File: src/rtl/serial_subtractor.sv
// Bit-serial subtractor: diff = a - b - bin, LSB first, one full-subtractor cell per clock.
// Optional signed-overflow output enabled by defining SERIAL_SUB_OVF_EN.
module serial_subtractor #(
    parameter int WIDTH = 4
) (
    input  logic             clk,
    input  logic             rst_n,
    input  logic             start,
    input  logic [WIDTH-1:0] a,
    input  logic [WIDTH-1:0] b,
    input  logic             bin,
    output logic             busy,
    output logic             done,
    output logic [WIDTH-1:0] diff,
    output logic             bout
`ifdef SERIAL_SUB_OVF_EN
    ,
    output logic             ovf
`endif
);

    localparam int CNT_W = $clog2(WIDTH);
    localparam logic [CNT_W-1:0] LAST = CNT_W'(WIDTH - 1);

    typedef enum logic [0:0] {
        IDLE = 1'b0,
        RUN  = 1'b1
    } state_t;

    // Full-subtractor cell, returns {borrow_out, difference}.
    function automatic logic [1:0] fs_cell(input logic ai, input logic bi, input logic bri);
        logic d_v;
        logic br_v;
        d_v  = ai ^ bi ^ bri;
        br_v = (~ai & bi) | (~(ai ^ bi) & bri);
        fs_cell = {br_v, d_v};
    endfunction

    state_t           state_r, state_s;
    logic [CNT_W-1:0] cnt_r, cnt_s;
    logic [WIDTH-1:0] a_sh_r, a_sh_s;
    logic [WIDTH-1:0] b_sh_r, b_sh_s;
    logic             br_r, br_s;
    logic [WIDTH-2:0] res_r, res_s;
    logic [WIDTH-1:0] diff_r, diff_s;
    logic             bout_r, bout_s;
    logic             done_r, done_s;
    logic             busy_r, busy_s;
    logic [1:0]       cell_s;
    logic [WIDTH-1:0] full_s;
`ifdef SERIAL_SUB_OVF_EN
    logic             a_msb_r, a_msb_s;
    logic             b_msb_r, b_msb_s;
    logic             ovf_r, ovf_s;
`endif

    // Next-state and datapath decode for the IDLE/RUN controller.
    always_comb begin
        state_s = state_r;
        cnt_s   = cnt_r;
        a_sh_s  = a_sh_r;
        b_sh_s  = b_sh_r;
        br_s    = br_r;
        res_s   = res_r;
        diff_s  = diff_r;
        bout_s  = bout_r;
        done_s  = 1'b0;
        cell_s  = fs_cell(a_sh_r[0], b_sh_r[0], br_r);
        // Result bits enter from the MSB side; on the last bit this is the whole word.
        full_s  = {cell_s[0], res_r};
`ifdef SERIAL_SUB_OVF_EN
        a_msb_s = a_msb_r;
        b_msb_s = b_msb_r;
        ovf_s   = ovf_r;
`endif
        case (state_r)
            IDLE: begin
                if (start) begin
                    state_s = RUN;
                    cnt_s   = '0;
                    a_sh_s  = a;
                    b_sh_s  = b;
                    br_s    = bin;
                    res_s   = '0;
`ifdef SERIAL_SUB_OVF_EN
                    a_msb_s = a[WIDTH-1];
                    b_msb_s = b[WIDTH-1];
`endif
                end else begin
                    state_s = IDLE;
                end
            end
            RUN: begin
                a_sh_s = {1'b0, a_sh_r[WIDTH-1:1]};
                b_sh_s = {1'b0, b_sh_r[WIDTH-1:1]};
                br_s   = cell_s[1];
                res_s  = full_s[WIDTH-1:1];
                if (cnt_r == LAST) begin
                    state_s = IDLE;
                    cnt_s   = '0;
                    done_s  = 1'b1;
                    diff_s  = full_s;
                    bout_s  = cell_s[1];
`ifdef SERIAL_SUB_OVF_EN
                    ovf_s   = (a_msb_r != b_msb_r) && (full_s[WIDTH-1] != a_msb_r);
`endif
                end else begin
                    cnt_s = cnt_r + 1'b1;
                end
            end
            default: begin
                state_s = IDLE;
                cnt_s   = '0;
            end
        endcase
        busy_s = (state_s == RUN);
    end

    // State, datapath and output registers with synchronous active-low reset.
    always_ff @(posedge clk) begin
        if (!rst_n) begin
            state_r <= IDLE;
            cnt_r   <= '0;
            a_sh_r  <= '0;
            b_sh_r  <= '0;
            br_r    <= 1'b0;
            res_r   <= '0;
            diff_r  <= '0;
            bout_r  <= 1'b0;
            done_r  <= 1'b0;
            busy_r  <= 1'b0;
`ifdef SERIAL_SUB_OVF_EN
            a_msb_r <= 1'b0;
            b_msb_r <= 1'b0;
            ovf_r   <= 1'b0;
`endif
        end else begin
            state_r <= state_s;
            cnt_r   <= cnt_s;
            a_sh_r  <= a_sh_s;
            b_sh_r  <= b_sh_s;
            br_r    <= br_s;
            res_r   <= res_s;
            diff_r  <= diff_s;
            bout_r  <= bout_s;
            done_r  <= done_s;
            busy_r  <= busy_s;
`ifdef SERIAL_SUB_OVF_EN
            a_msb_r <= a_msb_s;
            b_msb_r <= b_msb_s;
            ovf_r   <= ovf_s;
`endif
        end
    end

    assign busy = busy_r;
    assign done = done_r;
    assign diff = diff_r;
    assign bout = bout_r;
`ifdef SERIAL_SUB_OVF_EN
    assign ovf  = ovf_r;
`endif

endmodule

File: config.mk
export PLATFORM = sky130hd
export DESIGN_NAME = serial_subtractor
export DESIGN_NICKNAME = d
export VERILOG_FILES = /design/src/rtl/serial_subtractor.sv
export SDC_FILE = /design/constraint.sdc
export NUM_CORES = 1
export LEC_CHECK = 0
export BUFFER_PORTS_ARGS = -buffer_cell sky130_fd_sc_hd__buf_4
export CORE_UTILIZATION = 55
export DETAILED_ROUTE_END_ITERATION = 16
export PLACE_DENSITY = 0.81
export SETUP_SLACK_MARGIN = 0.05
export SLEW_MARGIN = 20
export SYNTH_ARGS = -nofsm -noshare
export SYNTH_HDL_FRONTEND = slang
export SYNTH_SLANG_ARGS = --single-unit
export TNS_END_PERCENT = 20
File: constraint.sdc
create_clock -name clk -period 2.4 [get_ports clk]
set_input_delay 0.12 -clock clk [delete_from_list [all_inputs] [get_ports clk]]
set_output_delay 0.12 -clock clk [all_outputs]
set_load 0.02 [all_outputs]
==> metrics.csv <==
stage;metric;value;unit
clock_network;Sinks on Clock Net;21;
synth;post-synthesis average cell area;10.0;sq um
routing;Vias/cell;5.69;
synth;number of flip-flops and latches in the synthesized netlist;21;
worst_hold_path;end point of the most critical hold path;b_sh_r[3];
synth;Yosys warnings;0;
timing;setup violation total in the final timing report;0;
critical_path;CP endpoint kind;output pin;
routing;detail-routed net length per standard cell;13.9;um
final_layout;signed area change from the synthesized netlist to the final layout;16.1;%
timing;Fmax;714;MHz
critical_path;WP buf/inv;2;
timing;total negative slack for setup checks;0;ns
power;Int Pwr;476;uW
place;final HPWL from detailed placement;1.22;mm
power;leakage dissipation;0.000452;uW
clock_network;clock tree buffer depth;2;
routing;via count of the routed design;711;
place;IO Port Bufs;18;
critical_path;category of the most critical setup path;flop to output pin;
critical_path;crit-path leading delay family;flip-flops;
floorplan;die span in x;42.9;um
place;pre-CTS setup slack;1.07;ns
power;part of the total power dissipated in sequential elements;0.597;
critical_path;startpoint kind of the worst setup timing path;flop;
synth;total standard cell area after synthesis;920;sq um
power;IR Drop Worst-Case VDD;0.000456;V
routing;iteration count of the initial detailed-routing pass;4;
final_layout;share of post-route cells with drive strength above 1;0.257;
floorplan;number of ports placed on the die boundary;19;
critical_path;reg2reg path depth;3;
floorplan;row cnt;14;
floorplan;starting utilization of the core area;0.597;
clock_network;Resize count post-CTS;0;
floorplan;core region area;1540;sq um
timing;unrepaired setup endpoints after global routing;false;
global_routing;via count of the first global-routing pass;723;
critical_path;arrival time of the worst setup path;1.28;ns
global_routing;global-route congestion overflow total;0;
clock_network;setup repair bufs after CTS;0;
critical_path;cell seen most often among critical-path stages;sky130_fd_sc_hd__buf_4;
timing;slew of the pin with the lowest slew margin;0.398;ns
power;fraction of power spent switching nets;0.252;
critical_path;maximum fanout along the worst path;22;
clock_network;count of hold-fix buffers inserted at cts;0;
timing;worst path setup slack after routing;0.999;ns
clock_network;TritonCTS clock tree;done;
timing;final worst path period need;1.40;ns
critical_path;series of cell instances along the critical path;buf_4 > buf_4;
routing;aggregate routed wire length;1.74;mm
place;global placement routability congestion;0.670;
synth;Cells after Synth;92;
floorplan;die height;42.9;um
synth;number of nets in the synthesized netlist;106;
power;power per cell area;597;nW/um^2
clock_network;H-tree levels;1;
final_layout;fin nets;124;
critical_path;required time at the endpoint of the critical path;2.28;ns
critical_path;CP max stage delay;0.52;ns
power;share of power burned in the clock network;0.263;
routing;number of violations reported at the end of detailed-routing iteration 0;10;
floorplan;Die Outline Area;1840;sq um
final_layout;count of antenna diodes in the layout;0;
clock_network;master cell of the clock root buffer;sky130_fd_sc_hd__clkbuf_4;
clock_network;clk_lat worst skew;0.30;ns
timing;max_slew headroom;0.735;
global_routing;pin count of the biggest net entering global routing;23;
global_routing;global-route wire length before repair;3.12;mm
worst_hold_path;Hold WC Path Type;input port to flop;
global_routing;Overall Global Routing Usage;0.233;
synth;library cells used by synthesis;22;
final_layout;number of fillers in the final layout;139;
routing;count of antenna-violating nets left after detailed routing;0;
worst_hold_path;min-delay src;b[3];
power;switching power;161;uW
worst_hold_path;count of cells along the worst hold path;3;
timing;max-slew violation count;0;
timing;Clock Skew;0.00107;ns
power;Comb power frac;0.141;
synth;sequential-to-total area share from yosys stat;0.457;
critical_path;launch point of the worst reg-to-reg path;cnt_r[0];
timing;number of hold-slack violations in the final timing report;0;
global_routing;number of antenna violations at the first check in global routing;0;
critical_path;Critical Path Source;busy;
routing;DRC;0;
run_status;outcome;finished, final reports clean;
clock_network;number of buffers inserted during clock tree synthesis;3;
critical_path;Reg2Reg Setup Slack;1.05;ns
critical_path;slowest stage cell, crit path;sky130_fd_sc_hd__dfxtp_1;
flow_run;maxcap violations;0;
clock_network;CTS clk-pin slew, worst paths;0.11;ns
timing;ratio of final minimum period to clock period;0.584;
critical_path;critical register-to-register path endpoint;cnt_r[0];
-- power by group through the flow --
stage | sequential [uW] | clock, uW | combinational [uW]
2_1_floorplan | 385 | 0 | 63.8
3_3_place_gp | 386 | 0 | 87.5
3_5_place_dp | 388 | 0 | 90.4
4_1_cts | 380 | 168 | 90.9
5_1_grt | 384 | 183 | 99.7
6_report | 380 | 167 | 89.6
-- stage by stage --
step | std cells | total power [uW] | hold slack (ns) | instance area, sq um | utilization
final | 125 | 637 | 0.0465 | 1070 | 0.692
after global routing | 125 | 666 | 0.0611 | 1070 | 0.692
after CTS | 125 | 640 | 0.0542 | 1070 | 0.692
after detailed placement | 121 | 479 | 0.370 | 1040 | 0.675
after global placement | 121 | 474 | 0.356 | 1040 | 0.675
after floorplan | 92 | 449 | 0.267 | 920 | -
-- flip-flops by register name (all words and copies together) (netlist names) --
| register | cells |
|---|---|
| a_sh_r | 4 |
| b_sh_r | 4 |
| diff | 4 |
| res_r | 3 |
| cnt_r | 2 |
| bout | 1 |
| br_r | 1 |
| busy | 1 |
| done | 1 |
-- synth_stat cells --
master,instances,share of area
sky130_fd_sc_hd__dfxtp_1,21,0.46
sky130_fd_sc_hd__or3b_2,1,0.0095
sky130_fd_sc_hd__nand2_1,4,0.016
sky130_fd_sc_hd__buf_6,2,0.024
sky130_fd_sc_hd__buf_2,3,0.016
sky130_fd_sc_hd__fa_1,1,0.022
sky130_fd_sc_hd__ha_1,1,0.014
sky130_fd_sc_hd__nor2_1,2,0.0082
sky130_fd_sc_hd__nand2b_1,3,0.020
sky130_fd_sc_hd__or3b_1,5,0.048
sky130_fd_sc_hd__mux2i_1,9,0.098
sky130_fd_sc_hd__clkbuf_1,1,0.0041
sky130_fd_sc_hd__and3_1,1,0.0068
sky130_fd_sc_hd__and2_1,1,0.0068
sky130_fd_sc_hd__a311oi_1,1,0.0095
sky130_fd_sc_hd__a21oi_1,11,0.060
sky130_fd_sc_hd__nor2b_1,6,0.041
sky130_fd_sc_hd__a21bo_2,4,0.044
sky130_fd_sc_hd__inv_1,3,0.012
sky130_fd_sc_hd__inv_2,1,0.0041
sky130_fd_sc_hd__nand3_1,4,0.022
sky130_fd_sc_hd__a211oi_1,7,0.057
-- final cells by class --
class,count,area (sq um),share of cell area
well taps,16,20.0,0.0188
repair buffers,19,143,0.134
inverters,4,15.0,0.0141
multi-input cells,61,443,0.415
flip-flops and latches,21,420,0.394
clock buffers,4,26.3,0.0246
-- layer usage --
| layer | vias to the layer above | GRT usage | part of all wire |
|---|---|---|---|
| li1 | 358 | - | - |
| met1 | 332 | 0.273 | 0.44 |
| met2 | 17 | 0.397 | 0.50 |
| met3 | 4 | 0.0255 | 0.033 |
| met4 | 0 | 0.150 | 0.029 |
| met5 | - | 0 | 0 |
-- cell families after synthesis --
group           Yosys count  share of synthesized area
compound gates           23                      0.170
fa+ha+maj                 2                     0.0354
buf+inv                  10                     0.0612
flops                    21                      0.457
mux                       9                     0.0980
simple gates             27                      0.178
-- how the worst max path moves through the flow --
stage	end	slack, ns	cells past startpoint
after floorplan	br_r	1.25	4
after global placement	cnt_r[0]	1.12	3
after detailed placement	cnt_r[0]	1.07	3
after CTS	busy	1.0	2
after global routing	busy	0.91	2
final	busy	1.0	2
-- worst min-delay path: cells and delay by family --
| family | cells | cell delay [ns] |
|---|---|---|
| multiplexers | 1 | 0.05 |
| buffers and inverters | 1 | 0.07 |
| AND/OR/NAND/NOR | 1 | 0.07 |
-- cells in the final DEF, fill, tap and decap left out --
| cell type | instances |
|---|---|
| sky130_fd_sc_hd__nor2b_1 | 6 |
| sky130_fd_sc_hd__fa_1 | 1 |
| sky130_fd_sc_hd__ha_1 | 1 |
| sky130_fd_sc_hd__a21bo_2 | 4 |
| sky130_fd_sc_hd__dfxtp_1 | 21 |
| sky130_fd_sc_hd__and2_1 | 1 |
| sky130_fd_sc_hd__clkbuf_4 | 3 |
| sky130_fd_sc_hd__or3b_1 | 5 |
| sky130_fd_sc_hd__nand2b_1 | 3 |
| sky130_fd_sc_hd__buf_4 | 19 |
| sky130_fd_sc_hd__nand3_1 | 4 |
| sky130_fd_sc_hd__a311oi_1 | 1 |
| sky130_fd_sc_hd__a21oi_1 | 11 |
| sky130_fd_sc_hd__inv_1 | 3 |
| sky130_fd_sc_hd__and3_1 | 1 |
| sky130_fd_sc_hd__inv_2 | 1 |
| sky130_fd_sc_hd__nor2_1 | 2 |
| sky130_fd_sc_hd__clkbuf_1 | 1 |
| sky130_fd_sc_hd__a211oi_1 | 7 |
| sky130_fd_sc_hd__or3b_2 | 1 |
| sky130_fd_sc_hd__nand2_1 | 4 |
| sky130_fd_sc_hd__mux2i_1 | 9 |
No activity file was read; power rests on OpenSTA's default activity.
